**src/rtl/hazard_pkg.sv**
```systemverilog
// Shared types for the decode-stage hazard controller: forward-select codes,
// FSM state encoding and the destination-register shadow slot.
package hazard_pkg;

  localparam logic [1:0] FWD_RF  = 2'b00;
  localparam logic [1:0] FWD_WB  = 2'b01;
  localparam logic [1:0] FWD_MEM = 2'b10;

  // Register index width held in a shadow slot (MIPS register file index)
  localparam int unsigned SLOT_DST_W = 5;

  typedef enum logic {
    RUN  = 1'b0,
    TRAP = 1'b1
  } state_e;

  typedef struct packed {
    logic                  valid;
    logic                  reg_write;
    logic                  mem_read;
    logic [SLOT_DST_W-1:0] dst;
  } slot_t;

  localparam slot_t SLOT_BUBBLE = '0;

endpackage

```
**src/rtl/hazard_slot_match.sv**
```systemverilog
// Compares one source register against one shadow slot.
// Ports:
//   slot       - shadow slot contents {valid, reg_write, mem_read, dst}
//   rsel       - source register index read by the ID instruction
//   used       - the ID instruction actually reads rsel
//   hit_c      - slot produces rsel (register $0 never matches)
//   load_hit_c - hit_c and the producer is a load
module hazard_slot_match
  import hazard_pkg::*;
#(
  parameter int unsigned REG_W = 5
) (
  input  slot_t            slot,
  input  logic [REG_W-1:0] rsel,
  input  logic             used,
  output logic             hit_c,
  output logic             load_hit_c
);

  assign hit_c = used && slot.valid && slot.reg_write &&
                 (slot.dst == SLOT_DST_W'(rsel)) && (rsel != '0);
  assign load_hit_c = hit_c && slot.mem_read;

endmodule

```
**src/rtl/hazard_ctrl.sv**
```systemverilog
// Decode-stage hazard and sequencing controller for the 5-stage MIPS pipe.
// Tracks EX/MEM/WB destination state in shadow slots, resolves load-use and
// branch-compare hazards, selects branch-compare forwarding, redirects on
// taken branches and drains the pipe on an undefined-instruction trap.
// Ports:
//   clk, rst_n             - clock, async active-low reset
//   id_*                   - decoded fields of the instruction in IF/ID
//   pipe_stall             - bubble the ID control word
//   pc_write, ifid_write   - PC / IF/ID enables
//   ifid_flush             - zero IF/ID on the next edge
//   fwd_a, fwd_b           - compare-operand forward selects (rs / rt)
//   branch_taken           - select the branch target
//   trap                   - one-cycle pulse on trap entry
//   hazard_err             - sticky watchdog: too many consecutive stalls
//   perf_stall_cnt/_flush  - event counters
// Optional feature: define HAZARD_CTRL_PERF_EN to build the perf counters;
// otherwise the perf ports are tied to zero.
module hazard_ctrl
  import hazard_pkg::*;
#(
  parameter int unsigned REG_W     = 5,
  parameter int unsigned MAX_STALL = 3,
  parameter int unsigned PERF_W    = 32
) (
  input  logic              clk,
  input  logic              rst_n,
  input  logic              id_valid,
  input  logic [REG_W-1:0]  id_rs,
  input  logic [REG_W-1:0]  id_rt,
  input  logic              id_uses_rs,
  input  logic              id_uses_rt,
  input  logic              id_is_branch,
  input  logic              id_reg_write,
  input  logic              id_mem_read,
  input  logic [REG_W-1:0]  id_dst,
  input  logic              id_equal,
  input  logic              id_bne,
  input  logic              id_undef,
  output logic              pipe_stall,
  output logic              pc_write,
  output logic              ifid_write,
  output logic              ifid_flush,
  output logic [1:0]        fwd_a,
  output logic [1:0]        fwd_b,
  output logic              branch_taken,
  output logic              trap,
  output logic              hazard_err,
  output logic [PERF_W-1:0] perf_stall_cnt,
  output logic [PERF_W-1:0] perf_flush_cnt
);

  localparam int unsigned RUN_W = $clog2(MAX_STALL + 1);

  slot_t            ex_q, mem_q, wb_q;
  state_e           state_q, state_d;
  logic [RUN_W-1:0] stall_run_q;

  logic [REG_W-1:0] src_reg [2];
  logic             src_used [2];
  logic             ex_hit [2], ex_ld [2], mem_hit [2], mem_ld [2];
  logic             wb_hit [2], unused_wb_ld [2];
  logic [1:0]       fwd_c [2];
  logic             stall_c, trap_enter_c, taken_c, issue_c, busy_c;

  assign src_reg[0]  = id_rs;
  assign src_reg[1]  = id_rt;
  assign src_used[0] = id_uses_rs;
  assign src_used[1] = id_uses_rt;

  // One comparator per slot/source pair
  for (genvar r = 0; r < 2; r++) begin : g_src
    hazard_slot_match #(.REG_W(REG_W)) u_ex (
      .slot(ex_q), .rsel(src_reg[r]), .used(src_used[r]),
      .hit_c(ex_hit[r]), .load_hit_c(ex_ld[r])
    );
    hazard_slot_match #(.REG_W(REG_W)) u_mem (
      .slot(mem_q), .rsel(src_reg[r]), .used(src_used[r]),
      .hit_c(mem_hit[r]), .load_hit_c(mem_ld[r])
    );
    hazard_slot_match #(.REG_W(REG_W)) u_wb (
      .slot(wb_q), .rsel(src_reg[r]), .used(src_used[r]),
      .hit_c(wb_hit[r]), .load_hit_c(unused_wb_ld[r])
    );
  end

  // A load in MEM has no data yet, so only a MEM ALU result may be forwarded
  always_comb begin : fwd_sel
    for (int r = 0; r < 2; r++) begin
      fwd_c[r] = FWD_RF;
      if (mem_hit[r] && !mem_q.mem_read) fwd_c[r] = FWD_MEM;
      else if (wb_hit[r])                fwd_c[r] = FWD_WB;
    end
  end

  // Hazard detection and issue decisions
  assign stall_c = (state_q == RUN) && id_valid &&
                   (ex_ld[0] || ex_ld[1] ||
                    (id_is_branch && (ex_hit[0] || ex_hit[1] || mem_ld[0] || mem_ld[1])));
  assign trap_enter_c = (state_q == RUN) && id_valid && id_undef && !stall_c;
  assign taken_c      = (state_q == RUN) && id_valid && id_is_branch && !stall_c &&
                        !id_undef && (id_equal ^ id_bne);
  assign issue_c      = (state_q == RUN) && id_valid && !stall_c && !trap_enter_c;
  assign busy_c       = ex_q.valid || mem_q.valid || wb_q.valid;

  // Next state and control outputs; everything idles to defaults under reset
  always_comb begin : ctrl
    state_d      = state_q;
    pipe_stall   = 1'b0;
    pc_write     = 1'b1;
    ifid_write   = 1'b1;
    ifid_flush   = 1'b0;
    branch_taken = 1'b0;
    trap         = 1'b0;
    fwd_a        = FWD_RF;
    fwd_b        = FWD_RF;
    if (rst_n) begin
      fwd_a = fwd_c[0];
      fwd_b = fwd_c[1];
      unique case (state_q)
        RUN: begin
          if (stall_c) begin
            pipe_stall = 1'b1;
            pc_write   = 1'b0;
            ifid_write = 1'b0;
          end else if (trap_enter_c) begin
            trap       = 1'b1;
            ifid_flush = 1'b1;
            pc_write   = 1'b0;
            state_d    = TRAP;
          end else if (taken_c) begin
            branch_taken = 1'b1;
            ifid_flush   = 1'b1;
          end
        end
        TRAP: begin
          // Drain older instructions; leave once every slot is empty
          pc_write   = 1'b0;
          ifid_write = 1'b0;
          ifid_flush = 1'b1;
          pipe_stall = busy_c;
          if (!busy_c) state_d = RUN;
        end
        default: state_d = RUN;
      endcase
    end
  end

  // Shadow pipe, FSM state and stall watchdog
  always_ff @(posedge clk or negedge rst_n) begin
    if (!rst_n) begin
      ex_q        <= SLOT_BUBBLE;
      mem_q       <= SLOT_BUBBLE;
      wb_q        <= SLOT_BUBBLE;
      state_q     <= RUN;
      stall_run_q <= '0;
      hazard_err  <= 1'b0;
    end else begin
      wb_q    <= mem_q;
      mem_q   <= ex_q;
      ex_q    <= issue_c ? slot_t'{valid: 1'b1, reg_write: id_reg_write,
                                   mem_read: id_mem_read, dst: SLOT_DST_W'(id_dst)}
                         : SLOT_BUBBLE;
      state_q <= state_d;
      if (!stall_c)                                stall_run_q <= '0;
      else if (stall_run_q != RUN_W'(MAX_STALL))   stall_run_q <= stall_run_q + RUN_W'(1);
      if (stall_c && (stall_run_q >= RUN_W'(MAX_STALL - 1))) hazard_err <= 1'b1;
    end
  end

`ifdef HAZARD_CTRL_PERF_EN
  // Free-running event counters, wrap naturally
  always_ff @(posedge clk or negedge rst_n) begin
    if (!rst_n) begin
      perf_stall_cnt <= '0;
      perf_flush_cnt <= '0;
    end else begin
      if (pipe_stall) perf_stall_cnt <= perf_stall_cnt + PERF_W'(1);
      if (ifid_flush) perf_flush_cnt <= perf_flush_cnt + PERF_W'(1);
    end
  end
`else
  assign perf_stall_cnt = '0;
  assign perf_flush_cnt = '0;
`endif

endmodule
```
**config.mk**
```make
export PLATFORM = sky130hd
export DESIGN_NAME = hazard_ctrl
export DESIGN_NICKNAME = d
export VERILOG_FILES = /design/src/rtl/hazard_pkg.sv /design/src/rtl/hazard_slot_match.sv /design/src/rtl/hazard_ctrl.sv
export SDC_FILE = /design/constraint.sdc
export NUM_CORES = 1
export LEC_CHECK = 0
export CORE_ASPECT_RATIO = 1.1
export CORE_MARGIN = 2
export CORE_UTILIZATION = 32
export CTS_CLUSTER_SIZE = 30
export DETAILED_ROUTE_END_ITERATION = 8
export GPL_TIMING_DRIVEN = 0
export PLACE_DENSITY = 0.67
export SKIP_CTS_REPAIR_TIMING = 1
export SLEW_MARGIN = 20
export SYNTH_ARGS = -nofsm -noshare
export SYNTH_HDL_FRONTEND = slang
export SYNTH_SLANG_ARGS = --single-unit
```
**constraint.sdc**
```tcl
create_clock -name clk -period 5.4 [get_ports clk]
set_clock_uncertainty 0.05 [all_clocks]
set_input_delay 1.08 -clock clk [delete_from_list [all_inputs] [get_ports clk]]
set_output_delay 1.08 -clock clk [all_outputs]
set_load 0.05 [all_outputs]
```
Word-level counts from Yosys, hierarchy flattened
Cells that the tools add are included.

storage, ports and cells
  register bits after elaboration = 27
  output and inout port bits = 75
  word-level logic and storage cells = 115

operators by class
  $add $sub $neg = 1
  order comparisons = 1
  equality and inequality tests = 8
  muxes and demuxes = 34
  bitwise gates (word level) = 2
  reduce and logical (&&, ||, !) cells = 55

operator list
  cell                                                              count
  1-bit logical AND                                                 42
  5-bit equality test                                               6
  1-bit two-way mux                                                 22
  2-bit two-way mux                                                 6
  1-bit case mux with 2 select lines                                5
  5-bit nonzero test                                                2
  8-bit two-way mux                                                 1
  1-bit logical OR                                                  7
  1-bit logical NOT                                                 4
  2-bit by 1-bit adder with 2-bit output (second input constant)    1
  2-bit >= comparator (second input constant)                       1
  2-bit by 1-bit != test with 1-bit output (second input constant)  1
  2-bit != test (second input constant)                             1
  1-bit inverter                                                    1
  1-bit XOR                                                         1

Longest topological paths before layout
Gate-level depths: netlist of the first run.

  word-level depth = 19
  mapped depth = 6
  depth with buffers taken out = 6

Cells and area by module
Synthesis of the first run repeated with hierarchy kept, for this count alone.

unflattened totals
  cells, all modules = 217
  area total of the unflattened synthesis = 2054.5 µm²

by module, submodules not included
  module             times used  cells an instance  area an instance (µm²)  sequential area each (µm²)
  hazard_ctrl        1           139                1498.9                  700.7
  hazard_slot_match  6           13                 92.6                    0.0

Worst setup path before layout of the first run
No wires, ideal clock.

  path kind = in2out
  start point = in id_rt[4]
  end point = out ifid_flush
  arrival = 3356 ps
  slack = 914 ps
  stages on the path = 6
  buffers on the path = 0
  cell sequence = or4_1 -> o21ai_2 -> nor4_1 -> nor2_4 -> nand2_2 -> o31ai_1

between the ends
  longest elaborated chain between the ends = 18
  elaborated cells on any way between the ends = 26
  those cells by class = 2 x eq/ne; 5 x mux; 19 x reduce/logical

RTL lines
  what                                    line                     text
  start, declared                         hazard_ctrl.sv:29        input logic [REG_W-1:0] id_rt,
  5-bit equality test                     hazard_slot_match.sv:21  (slot.dst == SLOT_DST_W'(rsel)) && (rsel != '0);
  1-bit logical AND                       hazard_slot_match.sv:20  assign hit_c = used && slot.valid && slot.reg_write &&
  1-bit logical AND                       hazard_slot_match.sv:21
  1-bit logical OR (3 in series)          hazard_ctrl.sv:98        (id_is_branch && (ex_hit[0] || ex_hit[1] || mem_ld[0] || mem_ld[1])));
  1-bit logical AND                       hazard_ctrl.sv:98
  1-bit logical OR (*)                    hazard_ctrl.sv:97        (ex_ld[0] || ex_ld[1] ||
  1-bit logical AND (*)                   hazard_ctrl.sv:96        assign stall_c = (state_q == RUN) && id_valid &&
  1-bit logical NOT                       --
  1-bit logical AND (2 in series)         hazard_ctrl.sv:100       assign taken_c = (state_q == RUN) && id_valid && id_is_branch && !stall_c &&
  1-bit logical AND                       hazard_ctrl.sv:101       !id_undef && (id_equal ^ id_bne);
  1-bit two-way mux                       hazard_ctrl.sv:130       end else if (taken_c) begin
  1-bit two-way mux                       hazard_ctrl.sv:125       end else if (trap_enter_c) begin
  1-bit two-way mux (*)                   hazard_ctrl.sv:121       if (stall_c) begin
  1-bit case mux with 2 select lines (*)  hazard_ctrl.sv:119       unique case (state_q)
  1-bit two-way mux (*)                   hazard_ctrl.sv:116       if (rst_n) begin
  end, declared                           hazard_ctrl.sv:42        output logic ifid_flush,

Mark *: on every way between the ends. The rest lies on a longest branch, timed or not.

Final worst setup path of the first run
Same ends and word-level chain as after synthesis.

==> results of run 1 <==
-- Yosys cell counts, types with 2 or more instances --
master | instances | area share
o21ai_2 | 2 | 0.0090
xnor2_1 | 23 | 0.10
or4_4 | 2 | 0.012
or4_1 | 2 | 0.0077
clkbuf_1 | 2 | 0.0039
o31ai_1 | 2 | 0.0077
nand4_1 | 5 | 0.016
nor2_1 | 6 | 0.012
and3_1 | 3 | 0.0097
a21oi_1 | 2 | 0.0052
buf_4 | 64 | 0.25
nor3b_2 | 7 | 0.045
nor4_1 | 4 | 0.013
ha_1 | 2 | 0.013
xor2_1 | 9 | 0.041
o21a_1 | 3 | 0.012
dfrtp_1 | 27 | 0.35
nand2_1 | 7 | 0.014
-- sequential cells by signal (all words and copies together) (netlist names) --
| name | flops |
|---|---|
| ex_q | 8 |
| hazard_err | 1 |
| mem_q | 8 |
| state_q | 1 |
| wb_q | 7 |
| stall_run_q | 2 |
-- power by group through the flow --
stage	sequential (µW)	clock, µW	combinational (µW)
floorplan	241	0	230
global placement	246	0	284
detailed placement	246	0	286
CTS	242	116	287
global route	245	121	303
finish	241	111	286
-- layout make-up --
type                    count  area share
plain buffers              66       0.182
flip-flops and latches     27       0.253
multi-input cells         160       0.378
well taps                  77      0.0360
clock buffers               4      0.0168
inverters                   1     0.00140
repair buffers             36       0.133
-- per-layer routing --
layer  part of all wire  up-vias  track usage  wire length, µm
met5                  0        -            0                0
met4              0.010        0       0.0415               39
met3              0.077        4       0.0179              287
met2               0.50       53        0.187             1870
met1               0.41      610        0.126             1520
li1                   -      722            -                -
-- final timing paths --
path | start | end | slack, ps | cells past startpoint
max in group asynchronous | rst_n | wb_q[4] | 4150 | 1
min in group asynchronous | rst_n | hazard_err | 760 | 1
worst min-delay path | ex_q[6] | mem_q[6] | 330 | 0
worst max-delay path | id_rt[4] | ifid_flush | 310 | 8
worst min register to register | ex_q[6] | mem_q[6] | 330 | 0
worst max register to register | mem_q[0] | ex_q[0] | 3400 | 6
-- through the flow --
step / total power, µW / hold slack [ps] / setup WS, ps / instances / util
global route: 670 / 345 / 211 / 371 / 0.461
finish: 638 / 334 / 310 / 371 / 0.461
CTS: 645 / 333 / 275 / 371 / 0.461
floorplan: 471 / 304 / 914 / 254 / -
global placement: 530 / 309 / 16.2 / 367 / 0.454
detailed placement: 532 / 313 / 280 / 367 / 0.453
-- kinds of logic after synthesis --
logic type / synth area share
AOI/OAI and AO/OA: 0.0716
other: 0.00193
xor gates and xnor gates: 0.144
buffers and inverters: 0.253
DFF: 0.348
adders and majority gates: 0.0129
and+or+nand+nor: 0.168
==> run_results.csv, run 1 <==
group,metric,value,unit
synth,ys_seq_area_frac,0.348,
grt,grt_max_degree,29,
placed_design,hpwl,3160,µm
grt,grt_pass1_vias,1256,
synth,synth_top_flop_cell,"dfrtp_1",
clock_tree,cts_buffers,3,
sta,min_period_over_period,0.943,
power,leakage,0.00134,µW
sta,setup-tns-final,0,ps
clock_tree,root_buffer,"clkbuf_8",
clock_tree,clock_sinks,27,
detailed_routing,routedWlPerCell,10.0,µm
layout,drive_gt1_frac,0.286,
power,power_density,239,nW/µm²
power,power.switching,264,µW
clock_tree,clkTransAtPathRegs,90,ps
sta,worst_slew_pin_slew,591,ps
setup_path,critPathBufInv,2,
grt,grt-ovfl-total,0,
worst_hold_path,worstHoldPathType,"reg2reg",
clock_tree,cts.path.max_buffers,2,
die,die_w,78.3,µm
clock_tree,clk_latency,260,ps
synth,synthCells,191,
layout,fin_area,2670,µm²
power,p_int,374,µW
detailed_routing,ant_nets,0,
die,rows,29,
die,io_pins,101,
sta,max_freq,196,MHz
layout,layout_common_cells,"buf_4, conb_1, clkdlybuf4s50_1",
grt,grt_first_pass_wirelength,5680,µm
synth,synth_warnings,0,
detailed_routing,drtIter0Drc,40,
detailed_routing,num_vias,1389,
sta,slew_viol_final,0,
die,start_util,0.334,
synth,netlist_area,1940,µm²
run,drv_cap,0,
setup_path,critical-path-top-delay-family,"buffers and inverters",
sta,rsz0062_at_grt,"no",
setup_path,crit_fanout,5,
setup_path,critPathArrivalTime,3960,ps
detailed_routing,via_per_inst,3.74,
sta,setup_viol,0,
layout,fillCellCount,581,
power,pwr-share-clk,0.173,
layout,nets,323,
detailed_routing,firstDrtPassIters,4,
sta,finalHoldViolCount,0,
placed_design,portBuffers,36,
layout,seqCellArea,676,µm²
power,vdd_drop_max,0.0000935,V
clock_tree,cts_tree,"built",
detailed_routing,drc,0,
run_status,status,"complete, no violations",
setup_path,worstPathCellList,"clkdlybuf4s50_1 -> or4_1 -> o21ai_2 -> nor4_1 -> nor2_4 -> nand2_2 -> o31ai_1 -> clkdlybuf4s50_1",
layout,multi_input_area,1010,µm²
die,die_y,85.7,µm
synth,ys_seq_elements,27,
setup_path,crit_path_frequent_cell,"clkdlybuf4s50_1",
setup_path,critPathMaxStageDelay,840,ps
grt,antenna_found_initial,0,
setup_path,start_kind,"input pin",
layout,n_antenna_cell,0,
setup_path,cp.required,4270,ps
synth,synth_edf_count,0,
setup_path,critPathCaptureType,"primary output",
placed_design,post_dp_cell_area,2630,µm²
setup_path,slowest_stage,"clkdlybuf4s50_1",
synth,ys_types,37,
setup_path,critical_path_class,"in2out",
sta,relSlewSlack,0.606,
power,seq_power_share,0.378,
power,sw_frac_of_total,0.414,
grt,grt_usage,0.105,
clock_tree,h-tree-depth,1,
synth,synthArstFlopShare,1.00,
power,power_frac_comb,0.449,
die,core-area,5810,µm²
layout,syn_to_final_growth,37.8,%
sta,min_period,5090,ps
placed_design,gp_congestion,0.829,
detailed_routing,routed_wl,3720,µm
synth,syn_avg_cell_area,10.2,µm²
die,dieArea,6700,µm²
Note: power is estimated with default switching activity, not from simulation.
==> run 2: changes to the inputs <==
--- a/config.mk
+++ b/config.mk
@@ -12,6 +12,7 @@
 export DETAILED_ROUTE_END_ITERATION = 8
 export GPL_TIMING_DRIVEN = 0
 export PLACE_DENSITY = 0.67
+export RECOVER_POWER = 100
 export SKIP_CTS_REPAIR_TIMING = 1
 export SLEW_MARGIN = 20
 export SYNTH_ARGS = -nofsm -noshare
==> run_results.csv, run 2 (synthesized netlist as in run 1, its figures left out) <==
group,metric,value,unit
sta,setup_viol,0,
sta,finalHoldViolCount,0,
setup_path,critPathCaptureType,"primary output",
clock_tree,clk_latency,270,ps
clock_tree,clock_sinks,27,
layout,syn_to_final_growth,36.0,%
sta,relSlewSlack,0.606,
layout,n_antenna_cell,0,
detailed_routing,routed_wl,3730,µm
layout,fillCellCount,586,
power,power_density,240,nW/µm²
layout,layout.cells.non_filler,371,
die,core-area,5810,µm²
clock_tree,cts_tree,"built",
grt,grt_usage,0.105,
die,die_w,78.3,µm
setup_path,critical_path_class,"in2out",
sta,setup-tns-final,0,ps
grt,grt_pass1_vias,1256,
grt,grt_max_degree,29,
grt,grt_first_pass_wirelength,5680,µm
sta,worst_slew_pin_slew,591,ps
die,start_util,0.334,
sta,min_period,5170,ps
detailed_routing,drtIter0Drc,42,
worst_hold_path,hp-start,"ex_q[6]",
setup_path,worstSetupStartpoint,"id_rt[0]",
setup_path,rr_startpoint,"mem_q[0]",
detailed_routing,routedWlPerCell,10.1,µm
power,leakage,0.00136,µW
setup_path,cp.required,4270,ps
setup_path,start_kind,"input pin",
clock_tree,cts_buffers,3,
placed_design,hpwl,3160,µm
placed_design,gp_congestion,0.829,
clock_tree,h-tree-depth,1,
clock_tree,cts.path.max_buffers,2,
setup_path,crit_fanout,5,
detailed_routing,ant_nets,0,
power,vdd_drop_max,0.0000937,V
placed_design,dp.cells,367,
die,die_y,85.7,µm
detailed_routing,via_per_inst,3.78,
clock_tree,clkTransAtPathRegs,90,ps
setup_path,critPathArrivalTime,4040,ps
detailed_routing,num_vias,1401,
worst_hold_path,worstHoldPathType,"reg2reg",
run,drv_cap,0,
clock_tree,root_buffer,"clkbuf_8",
sta,rsz0062_at_grt,"no",
grt,grt-ovfl-total,0,
die,rows,29,
grt,antenna_found_initial,0,
detailed_routing,firstDrtPassIters,4,
placed_design,portBuffers,36,
run_status,status,"complete, no violations",
sta,min_period_over_period,0.958,
layout,layout_common_cells,"buf_4, conb_1, dfrtp_1",
detailed_routing,drc,0,
die,dieArea,6700,µm²
layout,reg.largest.list,"ex_q x8, mem_q x8, wb_q x7",
layout,nets,323,
sta,max_freq,193,MHz
sta,slew_viol_final,0,
die,io_pins,101,
layout,drive_gt1_frac,0.262,
## run 2: changes by cell type in the layout (fill, tap and decap cells not counted), sizes merged
cell / change
clkdlybuf4s50: -10
dlygate4sd3: +10
## run 2: where the power goes
group | switching (µW) | internal [µW]
Sequential | 19.5 | 222
Combinational | 184 | 95.8
Clock | 60.4 | 52.8
Total | 264 | 370
## run 2: per-layer routing
metal,GRT usage,wire (µm),vias up
li1,-,-,722
met2,0.187,1850,56
met4,0.0415,57,0
met3,0.0179,295,6
met5,0,0,-
met1,0.126,1530,617
## run 2: path summary, 6_finish.rpt
kind | slack, ps | end | cells past startpoint
worst max-delay path | 230 | ifid_flush | 8
worst min-delay path | 330 | mem_q[6] | 0
worst max register to register | 3420 | ex_q[0] | 6
worst min register to register | 330 | mem_q[6] | 0
max in group asynchronous | 4160 | wb_q[4] | 1
min in group asynchronous | 750 | hazard_err | 1
## run 2: critical path, cell delays in order
cell and delay (ps):
dlygate4sd3_1 640, or4_1 560, o21ai_2 210, nor4_1 120, nor2_4 210, nand2_2 120
o31ai_1 270, clkdlybuf4s50_1 840
## run 2: per-stage QoR
step | hold slack (ps) | power, µW | util | setup WS, ps | instance area (µm²)
after floorplan | 304 | 471 | - | 914 | 2180
after global placement | 309 | 530 | 0.454 | 16.2 | 2630
after detailed placement | 313 | 532 | 0.453 | 280 | 2630
after CTS | 333 | 645 | 0.461 | 275 | 2670
after global routing | 345 | 663 | 0.455 | 129 | 2640
final | 335 | 634 | 0.455 | 228 | 2640
## run 2: area by class of cell
cell class                 count  area (µm²)  area share
buffer                        66         488       0.185
multi-input combinational    160         975       0.369
tap                           77        96.3      0.0365
inverter                       1        3.75     0.00142
sequential                    27         676       0.256
timing repair buffer          36         355       0.135
clock buffer                   4        45.0      0.0171
==> run 3: changes to the inputs <==
--- a/config.mk
+++ b/config.mk
@@ -5,6 +5,7 @@
 export SDC_FILE = /design/constraint.sdc
 export NUM_CORES = 1
 export LEC_CHECK = 0
+export CAP_MARGIN = 25
 export CORE_ASPECT_RATIO = 1.1
 export CORE_MARGIN = 2
 export CORE_UTILIZATION = 32
==> results of run 3 <==
No change in the layout: final DEF, timing and power equal those of run 2.
